`src/rtl/mc_ctrl_pkg.sv`:
```
// Shared types and encodings for the mc_controller microcode sequencer.
// Holds the FSM state enum, opcode constants, mux encodings and the instruction decoder.
package mc_ctrl_pkg;

    typedef enum logic [2:0] {
        ST_IDLE   = 3'd0,
        ST_FETCH  = 3'd1,
        ST_DECODE = 3'd2,
        ST_EXEC   = 3'd3,
        ST_MEM    = 3'd4,
        ST_WB     = 3'd5,
        ST_FAULT  = 3'd6
    } state_t;

    localparam logic [1:0] CLS_ALU  = 2'b00;
    localparam logic [1:0] CLS_ALUI = 2'b01;
    localparam logic [1:0] CLS_MEM  = 2'b10;
    localparam logic [1:0] CLS_CTL  = 2'b11;

    localparam logic [2:0] SUB_LDM = 3'b000;
    localparam logic [2:0] SUB_STM = 3'b001;
    localparam logic [2:0] SUB_JMP = 3'b000;
    localparam logic [2:0] SUB_BZ  = 3'b001;
    localparam logic [2:0] SUB_BC  = 3'b010;
    localparam logic [2:0] SUB_NOP = 3'b011;
    localparam logic [2:0] SUB_JSR = 3'b100;
    localparam logic [2:0] SUB_RET = 3'b101;

    localparam logic [1:0] PC_INC    = 2'b00;
    localparam logic [1:0] PC_BRANCH = 2'b01;
    localparam logic [1:0] PC_RET    = 2'b10;

    localparam logic [1:0] WR_ALU   = 2'b00;
    localparam logic [1:0] WR_MEM   = 2'b01;
    localparam logic [1:0] WR_SHIFT = 2'b10;

    typedef struct packed {
        logic       alu;
        logic       ld;
        logic       st;
        logic       shift;
        logic       ctl;
        logic       illegal;
        logic [1:0] wsel;
    } dec_t;

    // JSR/RET are only legal encodings when the return-address stack is built in.
    function automatic dec_t decode(logic [1:0] cls, logic [2:0] sub, logic sub_en);
        dec_t d;
        d = '0;
        case (cls)
            CLS_ALU, CLS_ALUI: begin
                d.alu  = 1'b1;
                d.wsel = WR_ALU;
            end
            CLS_MEM: begin
                if (sub == SUB_LDM) begin
                    d.ld   = 1'b1;
                    d.wsel = WR_MEM;
                end else if (sub == SUB_STM) begin
                    d.st = 1'b1;
                end else if (sub[2]) begin
                    d.shift = 1'b1;
                    d.wsel  = WR_SHIFT;
                end else begin
                    d.illegal = 1'b1;
                end
            end
            CLS_CTL: begin
                d.ctl = 1'b1;
                if (sub[2:1] == 2'b11) begin
                    d.illegal = 1'b1;
                end else if ((sub[2:1] == 2'b10) && !sub_en) begin
                    d.illegal = 1'b1;
                end else begin
                    d.illegal = 1'b0;
                end
            end
            default: d = '0;
        endcase
        return d;
    endfunction

endpackage

```
`src/rtl/mc_ctrl_ras.sv`:
```
// Return-address stack (LIFO) for JSR/RET; only instantiated when
// MC_CTRL_SUBROUTINE_EN is defined. Overflow/underflow requests are ignored here.
module mc_ctrl_ras #(
    parameter int DEPTH  = 4,
    parameter int ADDR_W = 12
) (
    input  logic              clk,
    input  logic              rst,
    input  logic              push,
    input  logic              pop,
    input  logic [ADDR_W-1:0] push_data,
    output logic [ADDR_W-1:0] top,
    output logic              full,
    output logic              empty
);
    import mc_ctrl_pkg::*;

    localparam int PTR_W = $clog2(DEPTH + 1);
    localparam int IDX_W = (DEPTH > 1) ? $clog2(DEPTH) : 1;

    logic [ADDR_W-1:0] mem [DEPTH];
    logic [PTR_W-1:0]  count;
    logic [PTR_W-1:0]  top_ptr;

    assign full    = (count == PTR_W'(DEPTH));
    assign empty   = (count == '0);
    assign top_ptr = count - 1'b1;
    assign top     = empty ? '0 : mem[top_ptr[IDX_W-1:0]];

    // Occupancy counter; the entries themselves need no reset
    always_ff @(posedge clk or posedge rst) begin
        if (rst) begin
            count <= '0;
        end else if (push && !full) begin
            count <= count + 1'b1;
        end else if (pop && !empty) begin
            count <= count - 1'b1;
        end else begin
            count <= count;
        end
    end

    // Entry write at the current fill level
    always_ff @(posedge clk) begin
        if (push && !full) begin
            mem[count[IDX_W-1:0]] <= push_data;
        end
    end

endmodule

```
`src/rtl/mc_controller.sv`:
```
// Multi-cycle control FSM: fetch/decode/exec/mem/writeback with handshake timeout
// and sticky fault. Define MC_CTRL_SUBROUTINE_EN to build in JSR/RET and the return-address stack.
module mc_controller #(
    parameter int INSTR_W     = 19,
    parameter int ADDR_W      = 12,
    parameter int MEM_TIMEOUT = 15,
    parameter int RAS_DEPTH   = 4
) (
    input  logic               clk,
    input  logic               rst,
    input  logic [INSTR_W-1:0] instr,
    input  logic               mem_ready,
    input  logic               zero_in,
    input  logic               carry_in,
    input  logic [ADDR_W-1:0]  pc_in,
    output logic               mem_read,
    output logic               ldm,
    output logic               stm,
    output logic               ir_we,
    output logic               reg_we,
    output logic               en_pc,
    output logic [1:0]         pc_src,
    output logic               en_zero,
    output logic               en_carry,
    output logic [1:0]         sel_to_write,
    output logic               sel_r2,
    output logic               sel_alu_arg,
    output logic [2:0]         alu_fn,
    output logic [1:0]         sh_ro_fn,
    output logic [ADDR_W-1:0]  ras_addr,
    output logic               fault
);
    import mc_ctrl_pkg::*;

    localparam int CNT_W = (MEM_TIMEOUT > 0) ? $clog2(MEM_TIMEOUT + 1) : 1;

    state_t             state;
    state_t             state_next;
    logic [INSTR_W-1:0] ir;
    logic [CNT_W-1:0]   cnt;
    logic [1:0]         cls;
    logic [2:0]         sub;
    dec_t               dec;
    logic               wait_state;
    logic               timed_out;
    logic               field_phase;
    logic [ADDR_W-1:0]  ras_top;
    logic               ras_full;
    logic               ras_empty;
    logic               unused_bits;

    assign cls         = ir[INSTR_W-1 -: 2];
    assign sub         = ir[INSTR_W-3 -: 3];
    assign wait_state  = (state == ST_FETCH) || (state == ST_MEM);
    assign timed_out   = wait_state && !mem_ready && (cnt == CNT_W'(MEM_TIMEOUT));
    assign field_phase = (state == ST_DECODE) || (state == ST_EXEC) ||
                         (state == ST_MEM)    || (state == ST_WB);
    assign unused_bits = ^{pc_in, ir[INSTR_W-6:0]};

`ifdef MC_CTRL_SUBROUTINE_EN
    localparam logic SUB_EN = 1'b1;
    logic ras_push;
    logic ras_pop;

    // Stack only moves when the PC update actually happens (not on overflow/underflow)
    assign ras_push = (state == ST_EXEC) && dec.ctl && (sub == SUB_JSR) && !ras_full;
    assign ras_pop  = (state == ST_EXEC) && dec.ctl && (sub == SUB_RET) && !ras_empty;

    mc_ctrl_ras #(
        .DEPTH  (RAS_DEPTH),
        .ADDR_W (ADDR_W)
    ) u_ras (
        .clk       (clk),
        .rst       (rst),
        .push      (ras_push),
        .pop       (ras_pop),
        .push_data (pc_in),
        .top       (ras_top),
        .full      (ras_full),
        .empty     (ras_empty)
    );
`else
    localparam logic SUB_EN = 1'b0;
    assign ras_top   = '0;
    assign ras_full  = 1'b0;
    assign ras_empty = 1'b1;
`endif

    assign dec = decode(cls, sub, SUB_EN);

    // State register
    always_ff @(posedge clk or posedge rst) begin
        if (rst) begin
            state <= ST_IDLE;
        end else begin
            state <= state_next;
        end
    end

    // Instruction register, loaded on a completed fetch
    always_ff @(posedge clk or posedge rst) begin
        if (rst) begin
            ir <= '0;
        end else if (ir_we) begin
            ir <= instr;
        end else begin
            ir <= ir;
        end
    end

    // Handshake wait counter: restarts on every state change, counts stalled cycles
    always_ff @(posedge clk or posedge rst) begin
        if (rst) begin
            cnt <= '0;
        end else if (state_next != state) begin
            cnt <= '0;
        end else if (wait_state && !mem_ready) begin
            cnt <= cnt + 1'b1;
        end else begin
            cnt <= cnt;
        end
    end

    // Next-state and output decode
    always_comb begin
        state_next   = state;
        mem_read     = 1'b0;
        ldm          = 1'b0;
        stm          = 1'b0;
        ir_we        = 1'b0;
        reg_we       = 1'b0;
        en_pc        = 1'b0;
        pc_src       = PC_INC;
        en_zero      = 1'b0;
        en_carry     = 1'b0;
        sel_to_write = WR_ALU;
        sel_r2       = 1'b0;
        sel_alu_arg  = 1'b0;
        alu_fn       = 3'b000;
        sh_ro_fn     = 2'b00;
        ras_addr     = ras_top;
        fault        = 1'b0;

        if (field_phase) begin
            alu_fn       = dec.alu ? sub : 3'b000;
            sh_ro_fn     = dec.shift ? sub[1:0] : 2'b00;
            sel_alu_arg  = (cls == CLS_ALUI);
            sel_r2       = dec.st;
            sel_to_write = dec.wsel;
        end else begin
            alu_fn = 3'b000;
        end

        case (state)
            ST_IDLE: begin
                ras_addr   = '0;
                state_next = ST_FETCH;
            end
            ST_FETCH: begin
                mem_read = 1'b1;
                if (mem_ready) begin
                    ir_we      = 1'b1;
                    en_pc      = 1'b1;
                    pc_src     = PC_INC;
                    state_next = ST_DECODE;
                end else if (timed_out) begin
                    state_next = ST_FAULT;
                end else begin
                    state_next = ST_FETCH;
                end
            end
            ST_DECODE: begin
                state_next = dec.illegal ? ST_FAULT : ST_EXEC;
            end
            ST_EXEC: begin
                if (dec.alu || dec.shift) begin
                    en_zero    = 1'b1;
                    en_carry   = 1'b1;
                    state_next = ST_WB;
                end else if (dec.ld || dec.st) begin
                    state_next = ST_MEM;
                end else if (dec.ctl) begin
                    state_next = ST_FETCH;
                    case (sub)
                        SUB_JMP: begin
                            en_pc  = 1'b1;
                            pc_src = PC_BRANCH;
                        end
                        SUB_BZ: begin
                            en_pc  = zero_in;
                            pc_src = zero_in ? PC_BRANCH : PC_INC;
                        end
                        SUB_BC: begin
                            en_pc  = carry_in;
                            pc_src = carry_in ? PC_BRANCH : PC_INC;
                        end
                        SUB_JSR: begin
                            if (ras_full) begin
                                state_next = ST_FAULT;
                            end else begin
                                en_pc  = 1'b1;
                                pc_src = PC_BRANCH;
                            end
                        end
                        SUB_RET: begin
                            if (ras_empty) begin
                                state_next = ST_FAULT;
                            end else begin
                                en_pc  = 1'b1;
                                pc_src = PC_RET;
                            end
                        end
                        default: state_next = ST_FETCH;
                    endcase
                end else begin
                    state_next = ST_FAULT;
                end
            end
            ST_MEM: begin
                mem_read = dec.ld;
                ldm      = dec.ld;
                stm      = dec.st;
                if (mem_ready) begin
                    state_next = dec.ld ? ST_WB : ST_FETCH;
                end else if (timed_out) begin
                    state_next = ST_FAULT;
                end else begin
                    state_next = ST_MEM;
                end
            end
            ST_WB: begin
                reg_we     = 1'b1;
                state_next = ST_FETCH;
            end
            ST_FAULT: begin
                ras_addr   = '0;
                fault      = 1'b1;
                state_next = ST_FAULT;
            end
            default: begin
                ras_addr   = '0;
                state_next = ST_FAULT;
            end
        endcase
    end

endmodule

```
`config.mk`:
```
export PLATFORM = sky130hd
export DESIGN_NAME = mc_controller
export DESIGN_NICKNAME = d
export VERILOG_FILES = /design/src/rtl/mc_ctrl_pkg.sv /design/src/rtl/mc_ctrl_ras.sv /design/src/rtl/mc_controller.sv
export SDC_FILE = /design/constraint.sdc
export NUM_CORES = 1
export LEC_CHECK = 0
export ABC_CLOCK_PERIOD_IN_PS = 2300
export CAP_MARGIN = 20
export CORE_MARGIN = 2
export CORE_UTILIZATION = 40
export DETAILED_ROUTE_END_ITERATION = 8
export PLACE_DENSITY = 0.81
export SYNTH_ARGS = -nofsm -noshare
export SYNTH_HDL_FRONTEND = slang
export SYNTH_SLANG_ARGS = --single-unit
```
`constraint.sdc`:
```
create_clock -name clk -period 2.3 [get_ports clk]
set_input_delay 0.23 -clock clk [delete_from_list [all_inputs] [get_ports clk]]
set_output_delay 0.23 -clock clk [all_outputs]
set_load 0.005 [all_outputs]
```
==> out/qor.txt, run 1 <==
Dpl hpwl: 2280 µm
Fin crit period: 2204 ps
Post-layout util: 0.5102
Setup Viol. Count Final: 0
Routed WL: 2993 µm
Relative slew slack: 0.6697
Class of the worst hold path: in -> async
#FFs+latches synth: 12
Num Clock Sinks: 12
Top cells by area, synth: dfrtp_1, buf_4, buf_6
Internal power: 0.0009600 W
Initial Utilization: 0.4220
DRT iter0 DRCs: 68
Clock transition at path regs: 70 ps
Post-synthesis sequential area ratio: 0.2312
Die area: 3719 µm²
Post-route ant nets: 0
Async SR Flop Fraction: 1.000
WL/cell: 13.60 µm
Die width: 60.98 µm
Layout Skew: 3.824 ps
Ratio of cells with drive above 1 in the final layout: 0.1648
Yosys top cell by area: dfrtp_1
Pwr Density: 1158 nW/µm²
P_leak: 0.6279 nW
VDD IR max: 0.4676 mV
CP arrival: 1970 ps
Yosys warning count: 0
DR vias/cell: 5.509
Routability cong.: 0.8945
Worst setup margin: 96.20 ps
Antenna violations before repair: 0
Synth Flop Type: dfrtp_1
Mapped Cells: 152
Die Y-Extent: 60.98 µm
Reg power frac: 0.242
P&R area growth vs syn: 20.91%
Mapped cell area: 1299 µm²
CTS max path bufs: 2
Sum Neg Setup Slack: 0 ps
DP Worst Slack: 268.7 ps
Post-synth top area share: 0.2312
FILL cells: 317
Sw Share: 0.4721
Core area: 3078 µm²
Final Hold Vio Count: 0
RSZ-0062 raised after global routing: false
# diodes: 0
Cts bufs inserted: 3
Largest net degree at the start of global routing: 25
Post-CTS setup buffer count: 0
Final #Nets: 215
Max-slew violations: 0
GRT Overall Usage: 0.1599
H-tree levels: 1
Placement row count: 20
DR top layer: met4
Net Sw Power: 0.0008584 W
Metal3 WL: 148 µm
Met2 WL: 1448 µm
First-pass DRT Iterations: 4
Vias post-DR: 1212
Post-synth cell types: 57
Comb pwr share: 0.672
Worst-path fanout max: 11
Status: finished, final reports clean
DRC viols: 0
Setup CP Type: reg -> out
Clock power share: 0.087
First-pass GRT wire length: 4450 µm
Flip-flop and latch area: 301.5 µm²
Startpoint types: register
Worst skew pair latency: 260 ps
Root buffer selected by CTS: clkbuf_4
MaxCap Viol Count: 0
Endpoint class of the critical path: output pin
Area of the multi-input gates: 840.8 µm²
Top-Level Pins: 68
Worst Max-Slew Pin Slew: 490.3 ps
Vias in the first global route: 963
Port-buffer cells: 28
Period Utilization, post-route: 0.9582
CTS tree: done
Wl on met1: 1357 µm
Number of synthesized flops with an enable pin: 0
Total grt overflow: 0
Average cell area after synthesis: 8.544 µm²
CP required: 2070 ps
Maximum clock frequency: 453.8 MHz
## flip-flops by register name, summed over array words and instances, names as in the netlist
signal  cells
state       3
ir          5
cnt         4
## cells in the mapped netlist, types with 3 or more instances
library cell / n
a21oi_1: 6
and3_1: 5
buf_4: 16
buf_6: 7
dfrtp_1: 12
inv_1: 5
mux2_2: 5
nand2_1: 7
nand3_1: 4
nor2_1: 12
nor3_1: 6
nor4_1: 5
o21ai_0: 3
o32ai_1: 5
## per-layer routing
layer  vias up  global-route usage
met5         -                   0
met3         4             0.01279
li1        592                   -
met2        43              0.2596
met1       573              0.2235
met4         0             0.05590
## worst paths after layout
check                      cells past startpoint  slack, ps          startpoint                 end
hold reg to reg                                1        680  ir[16]$_DFFE_PP0P_  ir[16]$_DFFE_PP0P_
setup / recovery                               5        100  ir[16]$_DFFE_PP0P_               en_pc
hold / removal                                 2        250                 rst  ir[15]$_DFFE_PP0P_
max in group asynchronous                      2       1730                 rst  ir[16]$_DFFE_PP0P_
setup reg to reg                               5        420  cnt[0]$_DFFE_PP0P_  cnt[2]$_DFFE_PP0P_
min in group clk                               2        570           instr[17]  ir[17]$_DFFE_PP0P_
## cell type report
cell class                      instances  share of cell area
Multi-Input combinational cell        121              0.5355
Sequential cell                        12              0.1920
Clock buffer                            4             0.02311
Timing Repair Buffer                   32              0.1976
Inverter                                7             0.01673
Tap cell                               44             0.03506
## cells by family (layout without fill, tap and decap cells)
kind of cell / count (synthesis) / count (layout) / share of synthesized area
xor gates and xnor gates: 2 / 2 / 0.01349
muxes: 5 / 5 / 0.04335
AOI/OAI and AO/OA: 37 / 37 / 0.2303
buffers and inverters: 31 / 43 / 0.1773
DFF: 12 / 12 / 0.2312
other: 1 / 13 / 0.002887
adders and majority gates: 2 / 2 / 0.01926
and+or+nand+nor: 62 / 62 / 0.2823
## critical path, cell delays in order (launching register included)
cell and delay, ps:
dfrtp_2 480, nand2b_1 170, a21oi_1 130, a21oi_1 80
o32ai_2 300, clkdlybuf4s50_1 550
## power groups by stage
stage	sequential, W	combinational (W)	clock (W)
after floorplan	0.000356	0.000962	0
after global placement	0.000424	0.00114	0
after detailed placement	0.000430	0.00116	0
after CTS	0.000426	0.00117	0.000165
after global routing	0.000456	0.00133	0.000171
final	0.000439	0.00122	0.000158
## timing repair
item                                    in CTS  in global routing
endpoints found under the setup margin       1                  4
hold buffers                                 0                  0
resized for setup                            1                  4
## through the flow
step | instance area [µm²] | hold WS, ps | cells | power [W]
detailed placement | 1505 | 549.8 | 216 | 0.001586
CTS | 1546 | 257.5 | 220 | 0.001757
floorplan | 1344 | 94.70 | 164 | 0.001318
global route | 1570 | 285.0 | 220 | 0.001960
global placement | 1505 | 550.2 | 216 | 0.001560
finish | 1570 | 251.8 | 220 | 0.001818
## layout by cell type (no fill, tap or decap), types with 2 or more instances in the layout
| cell type | instances |
|---|---|
| clkbuf_4 | 3 |
| a21boi_0 | 2 |
| nand2b_1 | 2 |
| nand3_1 | 4 |
| a21oi_1 | 6 |
| nor4_1 | 5 |
| nor3_1 | 5 |
| nand2_1 | 7 |
| o21a_1 | 2 |
| nor2_1 | 12 |
| o21ai_1 | 2 |
| o32ai_2 | 2 |
| nor3b_1 | 2 |
| and2_1 | 2 |
| clkdlybuf4s50_1 | 28 |
| conb_1 | 13 |
| inv_1 | 5 |
| o32ai_1 | 4 |
| o21ai_0 | 3 |
| dfrtp_1 | 11 |
| and3_1 | 5 |
| inv_2 | 2 |
| and4_1 | 2 |
| mux2_2 | 5 |
| a311o_1 | 2 |
| buf_4 | 4 |
Note: power is estimated with default switching activity, not from simulation.
==> run 2, diff against run 1 <==
--- a/config.mk
+++ b/config.mk
@@ -8,9 +8,9 @@
 export ABC_CLOCK_PERIOD_IN_PS = 2300
 export CAP_MARGIN = 20
 export CORE_MARGIN = 2
-export CORE_UTILIZATION = 40
+export CORE_UTILIZATION = 34
 export DETAILED_ROUTE_END_ITERATION = 8
-export PLACE_DENSITY = 0.81
+export PLACE_DENSITY = 0.71
 export SYNTH_ARGS = -nofsm -noshare
 export SYNTH_HDL_FRONTEND = slang
 export SYNTH_SLANG_ARGS = --single-unit
==> out/qor.txt, run 2 (synthesized netlist as in run 1, its figures left out) <==
Worst reg2reg path startpoint: state[2]$_DFF_PP0_
Comb pwr share: 0.652 (-0.020)
CP required: 2070 ps (about the same)
DRC viols: 0 (unchanged)
Status: finished, final reports clean
Worst-path fanout max: 5 (-6)
Internal power: 0.001030 W (+7.3%)
Port-buffer cells: 28 (unchanged)
# diodes: 0 (unchanged)
Vias in the first global route: 1052 (+9.2%)
RSZ-0062 raised after global routing: false
Setup CP Type: reg -> out
Worst setup margin: 155.7 ps (+59.50 ps)
WL/cell: 12.68 µm (-6.8%)
Clock transition at path regs: 50 ps (-20 ps)
Maximum clock frequency: 466.4 MHz (+2.8%)
Sw Share: 0.4485 (-0.02361)
Top reg by flops: ir
Final Hold Vio Count: 0 (unchanged)
Worst skew pair latency: 230 ps (-30 ps)
Total grt overflow: 0 (unchanged)
CTS max path bufs: 2 (unchanged)
FF-to-FF End: cnt[2]$_DFFE_PP0P_
Relative slew slack: 0.6651 (-0.004547)
FILL cells: 379 (+20%)
P_leak: 0.6682 nW (+6.4%)
Startpoint types: register
Die area: 4330 µm² (+16%)
DRT iter0 DRCs: 96 (+41%)
Clock power share: 0.114 (+0.027)
Top-Level Pins: 68 (unchanged)
Class of the worst hold path: in -> async
Power, Total: 0.001867 W (+2.7%)
Max FFs per register: 5 (unchanged)
Pwr Density: 1155 nW/µm² (-0.26%)
Worst Max-Slew Pin Slew: 497.0 ps (+6.749 ps)
Antenna violations before repair: 0 (unchanged)
VDD IR max: 0.5150 mV (+10%)
Routability cong.: 0.8509 (-4.9%)
Placement row count: 22 (+10%)
# hold bufs at CTS: 0 (unchanged)
H-tree levels: 1 (unchanged)
Initial Utilization: 0.3548 (-0.06720)
CP arrival: 1910 ps (-60 ps)
GRT Overall Usage: 0.1355 (-0.02435)
Fin crit period: 2144 ps (-59.50 ps)
Final worst hold slack: 293.6 ps (+41.77 ps)
Die width: 65.81 µm (+7.9%)
Commonest non-fill, non-tap cell in the layout: clkdlybuf4s50_1
Most frequent cells in the layout: clkdlybuf4s50_1, conb_1, nor2_1
Max-slew violations: 0 (unchanged)
Dpl hpwl: 2245 µm (-1.5%)
Endpoint class of the critical path: output pin
Reg2Reg Depth: 5 (unchanged)
Crit path launch: state[2]$_DFF_PP0_
Post-layout util: 0.4416 (-0.06861)
First-pass DRT Iterations: 4 (unchanged)
Net Sw Power: 0.0008374 W (-2.5%)
Root buffer selected by CTS: clkbuf_8
Num Clock Sinks: 12 (unchanged)
Sum Neg Setup Slack: 0 ps (unchanged)
Die Y-Extent: 65.81 µm (+7.9%)
Ratio of cells with drive above 1 in the final layout: 0.1722 (+0.007449)
Final #Nets: 219 (+1.9%)
CTS tree: done
P&R area growth vs syn: 24.47%
MaxCap Viol Count: 0 (unchanged)
Top flop regs: ir (5), cnt (4), state (3)
Largest net degree at the start of global routing: 25 (unchanged)
Post-route ant nets: 0 (unchanged)
Reg power frac: 0.234 (-0.008)
Period Utilization, post-route: 0.9323 (-0.02587)
DP Worst Slack: 250.4 ps (-18.27 ps)
First-pass GRT wire length: 4657 µm (+4.7%)
Setup slack, reg-to-reg: 430 ps (about the same)
Cts bufs inserted: 3 (unchanged)
Setup Viol. Count Final: 0 (unchanged)
Vias post-DR: 1195 (-1.4%)
Routed WL: 2891 µm (-3.4%)
Layout Skew: 3.057 ps (-0.7668 ps)
Core area: 3661 µm² (+19%)
DR vias/cell: 5.241 (-4.9%)
run 2: power groups by stage:
stage               clock, W  sequential (W)  combinational, W
floorplan                  0        0.000356          0.000962
global placement           0        0.000429           0.00115
detailed placement         0        0.000435           0.00115
CTS                 0.000222        0.000432           0.00116
global route        0.000239        0.000461           0.00134
finish              0.000214        0.000437           0.00122
run 2: critical path, stage by stage (launching register included):
cell and delay [ps]:
dfrtp_1 460, ha_4 330, inv_1 70, nor3_2 190
and2_1 150, clkdlybuf4s50_1 490
run 2: repair_timing:
item	in CTS	in global routing
setup endpoints to repair	0	4
resized for setup	0	4
setup buffers	0	2
endpoints found under the hold margin	0	0
run 2: layer usage:
metal | GRT usage | wire length (µm) | vias to the layer above
met4 | 0.05729 | 28 | 0
met1 | 0.1806 | 1278 | 547
met5 | 0 | 0 | -
li1 | - | - | 600
met2 | 0.2159 | 1434 | 44
met3 | 0.02215 | 149 | 4
run 2: worst max path at each step:
stage               cells after the start  slack [ps]                  to
finish                                  5         160         sh_ro_fn[1]
global route                            5          40         sh_ro_fn[1]
CTS                                     5         0.3         sh_ro_fn[1]
detailed placement                      5         250         sh_ro_fn[1]
global placement                        6         260               en_pc
floorplan                               6         600  cnt[0]$_DFFE_PP0P_
run 2: cell type report:
type,instances,area [µm²],share of cell area
clock buffer,4,55.05,0.03406
inverter,7,26.28,0.01625
multi-input combinational,121,830.8,0.5139
sequential,12,301.5,0.1865
tap,48,60.06,0.03715
timing repair buffer,36,342.8,0.2121
run 2: per-stage QoR:
| stage | instance area (µm²) | instances |
|---|---|---|
| final | 1617 | 228 |
| after global routing | 1617 | 228 |
| after CTS | 1580 | 226 |
| after detailed placement | 1525 | 222 |
| after global placement | 1525 | 222 |
| after floorplan | 1344 | 164 |
